<file path="config.mk">
export PLATFORM = sky130hd
export DESIGN_NAME = fflags_seq
export DESIGN_NICKNAME = d
export VERILOG_FILES = /design/src/rtl/fflags_seq.sv
export SDC_FILE = /design/constraint.sdc
export NUM_CORES = 1
export LEC_CHECK = 0
export ABC_AREA = 1
export BUFFER_PORTS_ARGS = -buffer_cell sky130_fd_sc_hd__buf_4
export CAP_MARGIN = 20
export CORE_AREA = 2 2 39 41
export CTS_CLUSTER_SIZE = 12
export DETAILED_ROUTE_END_ITERATION = 10
export DIE_AREA = 0 0 41 43
export PLACE_DENSITY = 0.71
export SYNTH_ARGS = -nofsm -noshare
export SYNTH_HDL_FRONTEND = slang
export SYNTH_SLANG_ARGS = --single-unit
</file>
<file path="constraint.sdc">
create_clock -name clk -period 5.55 [get_ports clk]
set_input_delay 0.8325 -clock clk [delete_from_list [all_inputs] [get_ports clk]]
set_output_delay 0.8325 -clock clk [all_outputs]
set_load 0.005 [all_outputs]
</file>
<file path="src/rtl/fflags_seq.sv">
// fflags_seq: merges pipeline FP flags and late divide/sqrt completion flags
// into one sticky fflags update stream, counts outstanding long ops, gates the
// long-op issue/completion handshakes and holds FP CSR accesses until every
// outstanding flag update has been committed.
module fflags_seq #(
  parameter type  cvw_t  = logic,
  parameter cvw_t P      = '0,
  parameter int   MAXOUT = 2
) (
  input  logic       clk,
  input  logic       reset,
  input  logic       FpuLongIssueM,
  output logic       FpuLongReadyM,
  input  logic       FpuLongDoneValid,
  input  logic [4:0] FpuLongDoneFlags,
  output logic       FpuLongDoneReady,
  input  logic       PipeFlagsValidM,
  input  logic [4:0] PipeFlagsM,
  input  logic       CSRFpAccessM,
  output logic [4:0] SetFflagsM,
  output logic       SetFflagsValidM,
  output logic       FcsrStallM
);

  // The counter is 3 bits wide, so at most 7 ops can be tracked.
  localparam bit         CFG_OK  = (MAXOUT >= 1) && (MAXOUT <= 7) && ($bits(P) > 0);
  localparam logic [2:0] MAX_CNT = 3'(MAXOUT);

  if (!CFG_OK) begin : g_bad_cfg
    $error("fflags_seq: MAXOUT must be in 1..7");
  end

  // IDLE: nothing outstanding, nothing buffered.
  // BUSY: at least one long op outstanding (buffer may also hold flags).
  // DRAIN: last op accepted, its flags are being merged this cycle.
  typedef enum logic [1:0] {IDLE, BUSY, DRAIN} state_t;

  state_t     state_q, state_d;
  logic [2:0] out_cnt_q, out_cnt_d;
  logic [4:0] pend_flags_q;
  logic       pend_valid_q, pend_valid_d;
  logic       issue_acc, done_acc;

  // Handshakes from registered state only; counter and FSM next-state.
  always_comb begin
    FpuLongReadyM    = out_cnt_q < MAX_CNT;
    FpuLongDoneReady = out_cnt_q != 3'd0;
    issue_acc        = FpuLongIssueM & FpuLongReadyM;
    done_acc         = FpuLongDoneValid & FpuLongDoneReady;
    out_cnt_d        = out_cnt_q + {2'b0, issue_acc} - {2'b0, done_acc};
    pend_valid_d     = done_acc;
    state_d          = state_q;
    case (state_q)
      IDLE:    if (issue_acc) state_d = BUSY;
      BUSY:    if (out_cnt_d == 3'd0) state_d = DRAIN;
      DRAIN:   state_d = issue_acc ? BUSY : IDLE;
      default: state_d = IDLE;
    endcase
  end

  // State register; the flag buffer refills on accept and empties otherwise.
  always_ff @(posedge clk) begin
    if (reset) begin
      state_q      <= IDLE;
      out_cnt_q    <= 3'd0;
      pend_valid_q <= 1'b0;
      pend_flags_q <= 5'd0;
    end else begin
      state_q      <= state_d;
      out_cnt_q    <= out_cnt_d;
      pend_valid_q <= pend_valid_d;
      if (done_acc) pend_flags_q <= FpuLongDoneFlags;
    end
  end

  // Sticky-OR merge of both flag sources; stall FP CSR access until idle.
  always_comb begin
    SetFflagsM      = (PipeFlagsValidM ? PipeFlagsM : 5'd0) |
                      (pend_valid_q ? pend_flags_q : 5'd0);
    SetFflagsValidM = PipeFlagsValidM | pend_valid_q;
    FcsrStallM      = CSRFpAccessM & (state_q != IDLE);
  end

  // Issuing while not ready is a pipeline protocol error.
  a_issue_ready: assert property (@(posedge clk) disable iff (reset)
    FpuLongIssueM |-> FpuLongReadyM);

endmodule

</file>
### Word-level counts from Yosys, hierarchy flattened

Index checks and enable logic that the tools add are counted.

* register bits: 11

* add/subtract/negate cells: 2
* reductions and logical operators: 5
* bitwise gates (word level): 5
* eq/ne operators: 4
* mux-type cells: 6
* $lt $le $gt $ge: 1

Operator list (number)
* 2-to-1 mux 5 bit: 2
* one-hot mux 2 bit (3 select lines): 1
* bitwise OR 5 bit: 1
* 2-to-1 mux 2 bit: 2
* inequality test 2 bit (second input constant): 2
* adder 3 x 1 -> 3 bit: 1
* bitwise AND 1 bit: 3
* zero test 3 bit: 1
* < comparator 3 x 2 -> 1 bit (second input constant): 1
* nonzero test 3 bit: 1
* subtractor 3 x 1 -> 3 bit: 1
* == test 2 x 1 -> 1 bit (second input constant): 1
* == test 2 bit (second input constant): 1
* zero test 2 bit: 1
* AND reduction 2 bit: 1
* nonzero test 2 bit: 1
* 2-to-1 mux 1 bit: 1
* bitwise OR 1 bit: 1

### Longest topological paths before layout

Gate-level depths: netlist of run 1.

* word-level depth: 7
* gate-level depth with buffers: 14

### Least setup slack after synthesis of run 1

OpenSTA, ideal clock, no wires.

* kind: input to register
* start point: input FpuLongDoneValid
* end point: register state_q[0]
* setup slack: 3.230 ns
* required time: 5.434 ns
* arrival: 2.204 ns
* stages on the path: 12
* path buffers: 0
* cells stage by stage: nand2_4 inv_6 ha_1 inv_1 ha_1 inv_1 fa_1 inv_1 nor2_1 nand3_1 nand2_1 a21oi_1

* cells in the longest elaborated chain, start to end: 5

Ends and longest elaborated chain
* start, declared: RTL line 14 `input logic FpuLongDoneValid,`
* bitwise AND 1 bit: RTL line 49 `done_acc = FpuLongDoneValid & FpuLongDoneReady;`
* named net done_acc: RTL line 42 `logic issue_acc, done_acc;`
* subtractor 3 x 1 -> 3 bit: RTL line 50 `out_cnt_d = out_cnt_q + {2'b0, issue_acc} - {2'b0, done_acc};`
* zero test 3 bit: RTL line 55 `BUSY: if (out_cnt_d == 3'd0) state_d = DRAIN;`
* inequality test 2 bit (no line)
* AND reduction 2 bit (no line)
* end signal, assigned: RTL line 69 `state_q <= state_d;`
* end, declared: RTL line 38 `state_t state_q, state_d;`

The timed path passes the listed nets, and every way through them passes these cells.
A chain may end at the register's enable or synchronous reset.

### Final worst setup path of run 1

Same ends and word-level chain as after synthesis.

==> impl_metrics.json, run 1 <==
{
  "finalNonFillerCells": 115,
  "wl_per_cell_um": 10.0,
  "dp_cells": 111,
  "hold_viol": 0,
  "area_growth_syn_to_layout_pct": 39.2,
  "setup_violations": 0,
  "peakVddDrop_mv": 0.245,
  "drv_slew": 0,
  "dr.pass1.iters": 3,
  "hold_buffers": 0,
  "rrSetupSlack_ps": 3380,
  "whs_path_depth": 2,
  "post-route-drc-count": 0,
  "cts_tree": "built",
  "reg2reg_depth": 14,
  "gp_congestion": 0.669,
  "p_leak_nw": 0.411,
  "rsz0062_at_grt": "no",
  "grt.total_usage_pct": 16.2,
  "crit_arrival_ps": 2480,
  "dr.first_iter.drc_count": 8,
  "ys_seq_elements": 11,
  "worstHoldEndpoint": "pend_flags_q[4]",
  "worst_r2r_endpoint": "state_q[0]",
  "synth_warnings": 0,
  "critPathKind": "in -> reg",
  "max-cap-violations": 0,
  "cts-root-buf": "clkbuf_4",
  "cts-buffers-inserted": 3,
  "min_from": "pend_flags_q[4]",
  "postRouteWirelength_mm": 1.15,
  "die_w_um": 41,
  "synth_area_sq_um": 578,
  "dieArea_sq_um": 1760,
  "layout_common_cells": "24 x buf_4, 11 x nor2_1, 11 x dfxtp_1",
  "seq_area_frac_synth_pct": 38.1,
  "overflow": 0,
  "timing.slew.headroom_pct": 88.3,
  "cts.sinks": 11,
  "viasPerCell": 4.65,
  "final_common_cell": "buf_4",
  "end_kind": "register",
  "synthCells": 71,
  "nNetsFinal": 120,
  "outcome": "completed",
  "tns_ps": 0,
  "htree_levels": 1,
  "pin_count": 25,
  "fin_skew_ps": 0.422,
  "path_clk_slew_ps": 70,
  "die_h_um": 43,
  "cp_data_required_time_ps": 5720,
  "start_kind": "primary input",
  "fillers": 148,
  "drive_above_1_share_pct": 38.4,
  "grt_pass1_wl_mm": 1.87,
  "ant_nets": 0,
  "ys_types": 16,
  "postCtsSetupBuffers": 0,
  "rows": 14,
  "fin_crit_ps": 2310,
  "core_area_sq_um": 1380,
  "grt_max_degree": 8,
  "synth_nets": 91,
  "hold_class": "reg -> reg",
  "power.density_nw_per_um2": 433,
  "insertion_delay_ps": 270,
  "fmax_mhz": 433,
  "rr_startpoint": "out_cnt_q[2]",
  "cp_max_fo": 6,
  "period_share_pct": 41.6,
  "vias": 535,
  "dp_hpwl_mm": 1.00,
  "port_buffers": 24,
  "grt_pass1_vias": 502,
  "syn_area_per_cell_sq_um": 8.14,
  "start_util_pct": 41.8,
  "antenna_cells": 0,
  "tightestPinTransition_ps": 175,
  "postLayoutCoreUtil_pct": 58.1,
  "clk_path_buf_depth": 2,
  "post_cts_resized": 0,
  "antenna_found_initial": 0
}
==> where the power goes <==
part           switching, mW  leakage [nW]  internal (mW)
logic                 0.0874         0.305         0.0818
registers             0.0189        0.0906          0.106
clock network         0.0265        0.0150         0.0279
total                  0.133         0.411          0.216
==> metrics by stage <==
| stage | hold slack, ps | total power [mW] | cell area, sq um | setup WS, ps |
|---|---|---|---|---|
| after global placement | 480 | 0.294 | 778 | 2990 |
| after floorplan | 465 | 0.244 | 578 | 3230 |
| final | 492 | 0.349 | 805 | 3240 |
| after global routing | 505 | 0.389 | 805 | 3080 |
| after CTS | 496 | 0.355 | 805 | 3220 |
| after detailed placement | 484 | 0.299 | 778 | 2940 |
==> routing by layer <==
| layer | part of all wire [%] | GRT usage [%] |
|---|---|---|
| met1 | 33 | 16.2 |
| met2 | 53 | 26.9 |
| met3 | 12 | 5.24 |
| met4 | 2.0 | 10.0 |
| met5 | 0 | 0 |
==> synth_stat cells, drive strengths merged <==
| master | number | share of area (%) |
|---|---|---|
| nor2 | 17 | 14 |
| o21a | 1 | 1.3 |
| dfxtp | 11 | 38 |
| a22o | 5 | 7.6 |
| inv | 11 | 8.0 |
| fa | 1 | 3.5 |
| nand3 | 2 | 1.7 |
| nand2 | 12 | 10 |
| ha | 3 | 6.5 |
| a21oi | 2 | 1.7 |
| or2 | 1 | 1.1 |
| nand3b | 5 | 6.5 |
==> cells by family after synthesis <==
kind of cell	Yosys count	share of synthesized area, %
compound gates	8	10.6
buf+inv	11	8.01
flops	11	38.1
fa+ha+maj	4	9.96
simple gates	37	33.3
==> cell type report <==
type	count	area, sq um	area share (%)
timing repair buffer	24	180	22.4
multi-input combinational	49	312	38.7
inverter	11	46.3	5.75
sequential	11	220	27.4
clock buffer	4	26.3	3.27
tap	16	20.0	2.49
==> registers in the layout, summed over array words and instances, names as in the netlist <==
| signal | flops |
|---|---|
| out_cnt_q | 3 |
| pend_valid_q | 1 |
| pend_flags_q | 5 |
| state_q | 2 |
==> worst max path at each step <==
stage | start | end | slack (ps) | cells after the start
after floorplan | FpuLongDoneValid | state_q[0] | 3230 | 12
after global placement | FpuLongDoneValid | state_q[0] | 2990 | 13
after detailed placement | FpuLongDoneValid | state_q[0] | 2940 | 13
after CTS | FpuLongDoneValid | state_q[0] | 3220 | 13
after global routing | FpuLongDoneValid | state_q[0] | 3080 | 13
final | FpuLongDoneValid | state_q[0] | 3240 | 13
==> worst max-delay path, cell delays in order <==
cell	delay, ps
buf_4	140
nand2_4	90
inv_6	50
ha_1	280
inv_1	50
ha_1	130
inv_1	40
fa_1	510
inv_1	50
nor2_1	90
nand3_1	90
nand2_1	70
a21oi_1	50
Note: power is estimated with default switching activity, not from simulation.
==> run 2, diff against run 1 <==
Settings changed: CORE_AREA 2 2 39 41 to unset, CORE_MARGIN set to 2, CORE_UTILIZATION set to 40, DIE_AREA 0 0 41 43 to unset, PLACE_DENSITY 0.71 to 0.69.
Clock period 5.55 ns to 2.05 ns, I/O delays scaled along.
==> run 2 against run 1 <==
Register-to-register slack worse by 3400 ps. The run now ends with setup timing left. Critical endpoint unchanged. Setup slack lost 3300 ps. Worst hold slack lost 240 ps. Global-route usage down 0.52 points. Via count is 6.4% higher. Wire length up 9.4%. Clock skew is 1.3 ps higher.
==> impl_metrics.json, run 2 (same netlist as run 1, synthesis figures left out) <==
{
  "outcome": "complete, but fails checks",
  "violations": "setup timing",
  "grt_max_degree": 7,
  "ant_nets": 0,
  "p_leak_nw": 0.449,
  "antenna_cells": 0,
  "drv_slew": 0,
  "dr.pass1.iters": 3,
  "dr.first_iter.drc_count": 6,
  "dp_hpwl_um": 953,
  "cp_max_fo": 2,
  "period_share_pct": 102,
  "insertion_delay_ps": 260,
  "hold_buffers": 0,
  "max_stage_delay_ps": 560,
  "fin_skew_ps": 1.70,
  "pin_count": 25,
  "die_h_um": 42.0,
  "antenna_found_initial": 0,
  "reg_top3": "pend_flags_q x5, out_cnt_q x3, state_q x2",
  "area_growth_syn_to_layout_pct": 59.3,
  "setup_violations": 1,
  "cts_tree": "built",
  "port_buffers": 24,
  "rows": 13,
  "use_met1_pct": 18.2,
  "cp_slowest_cell": "fa_1",
  "max-cap-violations": 0,
  "fin_crit_ps": 2090,
  "postRouteWirelength_mm": 1.26,
  "final_common_cell": "buf_4",
  "viasPerCell": 4.74,
  "grt_pass1_wl_mm": 2.15,
  "wl_per_cell_um": 10.5,
  "fin_area_sq_um": 921,
  "gp_congestion": 0.633,
  "crit_arrival_ps": 2240,
  "timing.slew.headroom_pct": 88.0,
  "regMostFlops": "pend_flags_q",
  "tightestPinTransition_ps": 180,
  "rsz0062_at_grt": "yes",
  "peakVddDrop_mv": 0.766,
  "hold_viol": 0,
  "cpLargestDelayFamily": "adder cells",
  "htree_levels": 1,
  "tns_ps": -39.6,
  "grt_pass1_vias": 536,
  "fillers": 115,
  "grt.total_usage_pct": 15.7,
  "power.density_nw_per_um2": 1240,
  "layout_common_cells": "30 x buf_4, 10 x nor2_1, 9 x nand2_1",
  "clk_path_buf_depth": 2,
  "dieArea_sq_um": 1770,
  "start_util_pct": 43.9,
  "core_area_sq_um": 1320,
  "use_met2_pct": 27.2,
  "final.setup.worst_slack_ps": -39.6,
  "cp_cell_sequence": "nor2_4, nand2_4, nand2_4, inv_6, ha_4, inv_4, ha_4, inv_2, fa_1, inv_1, nor2_2, nand3_2, nand2_1, a21oi_2",
  "use_met3_pct": 4.74,
  "cts-buffers-inserted": 3,
  "fmax_mhz": 479,
  "end_kind": "register",
  "cts-root-buf": "clkbuf_4",
  "path_clk_slew_ps": 70,
  "vias": 569,
  "drive_above_1_share_pct": 54.3,
  "largest_reg_flops": 5,
  "overflow": 0,
  "critPathKind": "reg -> reg",
  "top_usage_layer": "met2",
  "hold_class": "in -> reg",
  "die_w_um": 42.0,
  "cts.sinks": 11,
  "path_buf_inv": 4,
  "nNetsFinal": 126,
  "pre_cts_ws_ps": -29.2,
  "post-route-drc-count": 0,
  "cp_data_required_time_ps": 2200,
  "start_kind": "register",
  "place_area_sq_um": 815
}
[run 2: layer usage]
layer  wire length, um  up-vias  part of all wire, %
met5                 0        -                    0
met1               478      258                   38
met3                97        2                  7.7
li1                  -      293                    -
met4                 5        0                 0.40
met2               681       16                   54
[run 2: worst reg2reg max path: cells and delay by family, from the launching register on]
kind,cells,cell delay [ps]
compound gates,1,50
fa+ha+maj,3,890
buf+inv,4,170
flops,1,340
simple gates,6,530
[run 2: path summary, 6_finish.rpt]
path                         from               to  slack (ps)  depth (start not counted)
setup / recovery     out_cnt_q[2]       state_q[0]         -40                         14
hold / removal              reset     out_cnt_q[1]         250                          2
setup reg to reg     out_cnt_q[2]       state_q[0]         -40                         14
hold reg to reg   pend_flags_q[3]  pend_flags_q[3]         490                          2
[run 2: power breakdown]
| part | internal (mW) | leakage, nW | switching (mW) |
|---|---|---|---|
| clock | 0.0750 | 0.0150 | 0.0668 |
| sequential | 0.294 | 0.0919 | 0.0578 |
| combinational | 0.339 | 0.342 | 0.310 |
[run 2: repair_timing]
| item | in CTS | in global routing |
|---|---|---|
| setup buffers | 0 | 1 |
| endpoints found under the setup margin | 1 | 2 |
| pin swaps | 2 | 8 |
| resized for setup | 3 | 17 |
[run 2: cell type report]
cell class	instances	area, sq um	area share [%]
clock buffer	4	26.3	2.85
inverter	11	51.3	5.57
multi-input combinational	49	373	40.5
sequential	11	226	24.6
tap	15	18.8	2.04
timing repair buffer	30	225	24.5
[run 2: per-stage QoR]
stage | instances | power (mW) | utilization (%) | hold WS [ps]
final | 120 | 1.14 | 69.9 | 250
after global routing | 120 | 1.26 | 69.9 | 238
after CTS | 119 | 1.01 | 64.4 | 238
after detailed placement | 115 | 0.850 | 61.8 | 483
after global placement | 115 | 0.847 | 61.8 | 479
after floorplan | 71 | 0.659 | - | 374
==> run 3, diff against run 2 <==
Settings changed: ABC_AREA 1 to unset, CORE_UTILIZATION 40 to 38, PLACE_DENSITY 0.69 to 0.68.
==> run 3 against run 2 <==
The run still ends with setup timing left. Via count is 19% lower. Final area decreased by 11%. Cell count is 18% lower. Clock-buffer cell count did not move. Critical endpoint is now state_q[1]. First-iteration DRC count shrank 17%. Core utilization fell by 6.2 points. Non-clock buffer count is the same. Synthesized area shrank 11%.
==> impl_metrics.json, run 3 <==
{
  "outcome": "complete, but fails checks",
  "violations": "setup timing",
  "viasPerCell": 4.66,
  "final.setup.worst_slack_ps": -73.2,
  "die_h_um": 40.9,
  "final_common_cell": "buf_4",
  "start_util_pct": 40.2,
  "insertion_delay_ps": 270,
  "hold_class": "in -> reg",
  "postRouteWirelength_mm": 1.14,
  "ant_nets": 0,
  "htree_levels": 1,
  "seq_area_frac_synth_pct": 42.6,
  "max_stage_delay_ps": 430,
  "synth_area_sq_um": 517,
  "post-route-drc-count": 0,
  "grt.total_usage_pct": 15.6,
  "fmax_mhz": 471,
  "end_kind": "register",
  "async_flop_share_pct": 0,
  "largest_reg_flops": 5,
  "timing.slew.headroom_pct": 85.2,
  "p_leak_nw": 0.420,
  "grt_pass1_wl_mm": 1.64,
  "synth-edff-count": 0,
  "wl_per_cell_um": 11.5,
  "grt_pass1_vias": 394,
  "start_kind": "register",
  "synth_nets": 71,
  "finalNonFillerCells": 99,
  "cts_tree": "built",
  "synth_top_area_share_pct": 42.6,
  "antenna_found_initial": 0,
  "cts-root-buf": "clkbuf_4",
  "cp_data_required_time_ps": 2220,
  "cts.sinks": 11,
  "fin_skew_ps": 2.11,
  "synth_warnings": 0,
  "critPathKind": "reg -> reg",
  "synth_top_family_by_area": "compound AO/OA/AOI/OAI gates",
  "critPathMostFrequentCell": "inv_1",
  "synth_mux_area_share_pct": 9.69,
  "hold_viol": 0,
  "drive_above_1_share_pct": 52.4,
  "crit_arrival_ps": 2290,
  "max-cap-violations": 0,
  "synthCells": 51,
  "synth_common_cells": "11 x dfxtp_1, 9 x nor2_1, 5 x a22o_1, 5 x inv_1, 5 x mux2i_1",
  "antenna_cells": 0,
  "cts-buffers-inserted": 3,
  "path_clk_slew_ps": 70,
  "pre_cts_ws_ps": -100,
  "yosys_most_used_dff": "dfxtp_1",
  "overflow": 0,
  "pin_count": 25,
  "fin_area_sq_um": 818,
  "holdWs_ps": 268,
  "place_area_sq_um": 766,
  "reg_top3": "pend_flags_q x5, out_cnt_q x3, state_q x2",
  "hold_buffers": 0,
  "die_w_um": 40.9,
  "cp_max_fo": 3,
  "synth_area_leaders": "dfxtp_1 43%, mux2i_1 9.7%, a22o_1 8.5%",
  "area_growth_syn_to_layout_pct": 58.4,
  "ys_types": 18,
  "setup_violations": 2,
  "syn_area_per_cell_sq_um": 10.1,
  "peakVddDrop_mv": 0.840,
  "dp_hpwl_um": 855,
  "yosys.area_share.simple_pct": 14.8,
  "period_share_pct": 104,
  "layout_common_cells": "29 x buf_4, 9 x dfxtp_1, 8 x nor2_1",
  "drv_slew": 0,
  "yosysTopAreaCell": "dfxtp_1",
  "fin_crit_ps": 2120,
  "core_area_sq_um": 1280,
  "synth_fa_ha_area_share_pct": 11.1,
  "yosysMostFrequentCell": "dfxtp_1",
  "dp_cells": 94,
  "dieArea_sq_um": 1670,
  "dr.first_iter.drc_count": 5,
  "grt_max_degree": 12,
  "synth-compound-area-share_pct": 15.7,
  "cp_cell_sequence": "buf_12, o31ai_4, inv_1, ha_1, inv_1, ha_1, inv_1, fa_2, and3b_1, and3_1",
  "ys_seq_elements": 11,
  "total_power_mw": 0.979,
  "rows": 13,
  "rsz0062_at_grt": "yes",
  "power.density_nw_per_um2": 1200,
  "dr.pass1.iters": 4,
  "port_buffers": 24,
  "gp_congestion": 0.736,
  "nNetsFinal": 105,
  "yosys.area_share.xor_xnor_pct": 1.69,
  "vias": 461,
  "cp_slowest_cell": "fa_2",
  "tightestPinTransition_ps": 221,
  "regMostFlops": "pend_flags_q",
  "clk_path_buf_depth": 2
}
==> run 3: path summary, 6_finish.rpt <==
kind | to | from | depth (start not counted) | slack [ps]
setup / recovery | state_q[1] | out_cnt_q[1] | 10 | -70
hold / removal | pend_flags_q[3] | FpuLongDoneFlags[3] | 3 | 270
setup reg to reg | state_q[1] | out_cnt_q[1] | 10 | -70
hold reg to reg | pend_flags_q[3] | pend_flags_q[3] | 2 | 500
==> run 3: critical path, delay by kind of cell (launching register included) <==
kind	cells	cell delay [ps]
adders and majority gates	3	850
and+or+nand+nor	2	370
DFF	1	340
buffers and inverters	4	290
AOI/OAI and AO/OA	1	170
==> run 3: kinds of logic (layout without fill, tap and decap cells) <==
group / after synthesis / in the layout
fa+ha+maj: 4 / 4
flops: 11 / 11
compound gates: 8 / 8
buf+inv: 6 / 39
xor+xnor: 1 / 1
simple gates: 16 / 16
mux: 5 / 5
==> run 3: timing repair <==
action,in CTS,in global routing
pin swaps,0,1
resized for setup,1,6
setup endpoints to repair,2,3
hold endpoints to repair,0,0
buffers inserted,0,1
==> run 3: routing by layer <==
layer	GRT usage, %	wire length [um]	vias to the layer above
li1	-	-	243
met1	19.2	511	204
met2	22.7	540	12
met3	2.17	64	2
met4	15.0	19	0
met5	0	0	-
==> run 3: power breakdown <==
part	total [mW]	internal, mW	switching (mW)
clock network	0.148	0.0753	0.0723
logic	0.500	0.314	0.186
registers	0.331	0.278	0.0527
==> run 3: final cells by class <==
cell class | count | area [sq um]
Tap cell | 15 | 18.8
Clock buffer | 4 | 26.3
Timing Repair Buffer | 30 | 238
Multi-Input combinational cell | 34 | 292
Sequential cell | 11 | 225
Fill cell | 118 | 467
Inverter | 5 | 18.8
==> run 3: stage by stage <==
step           TNS, ps  utilization (%)
2_1_floorplan     -232                -
3_3_place_gp     -99.1             59.6
3_5_place_dp      -168             59.6
4_1_cts           -134             61.7
5_1_grt           -310             63.7
6_report          -106             63.7
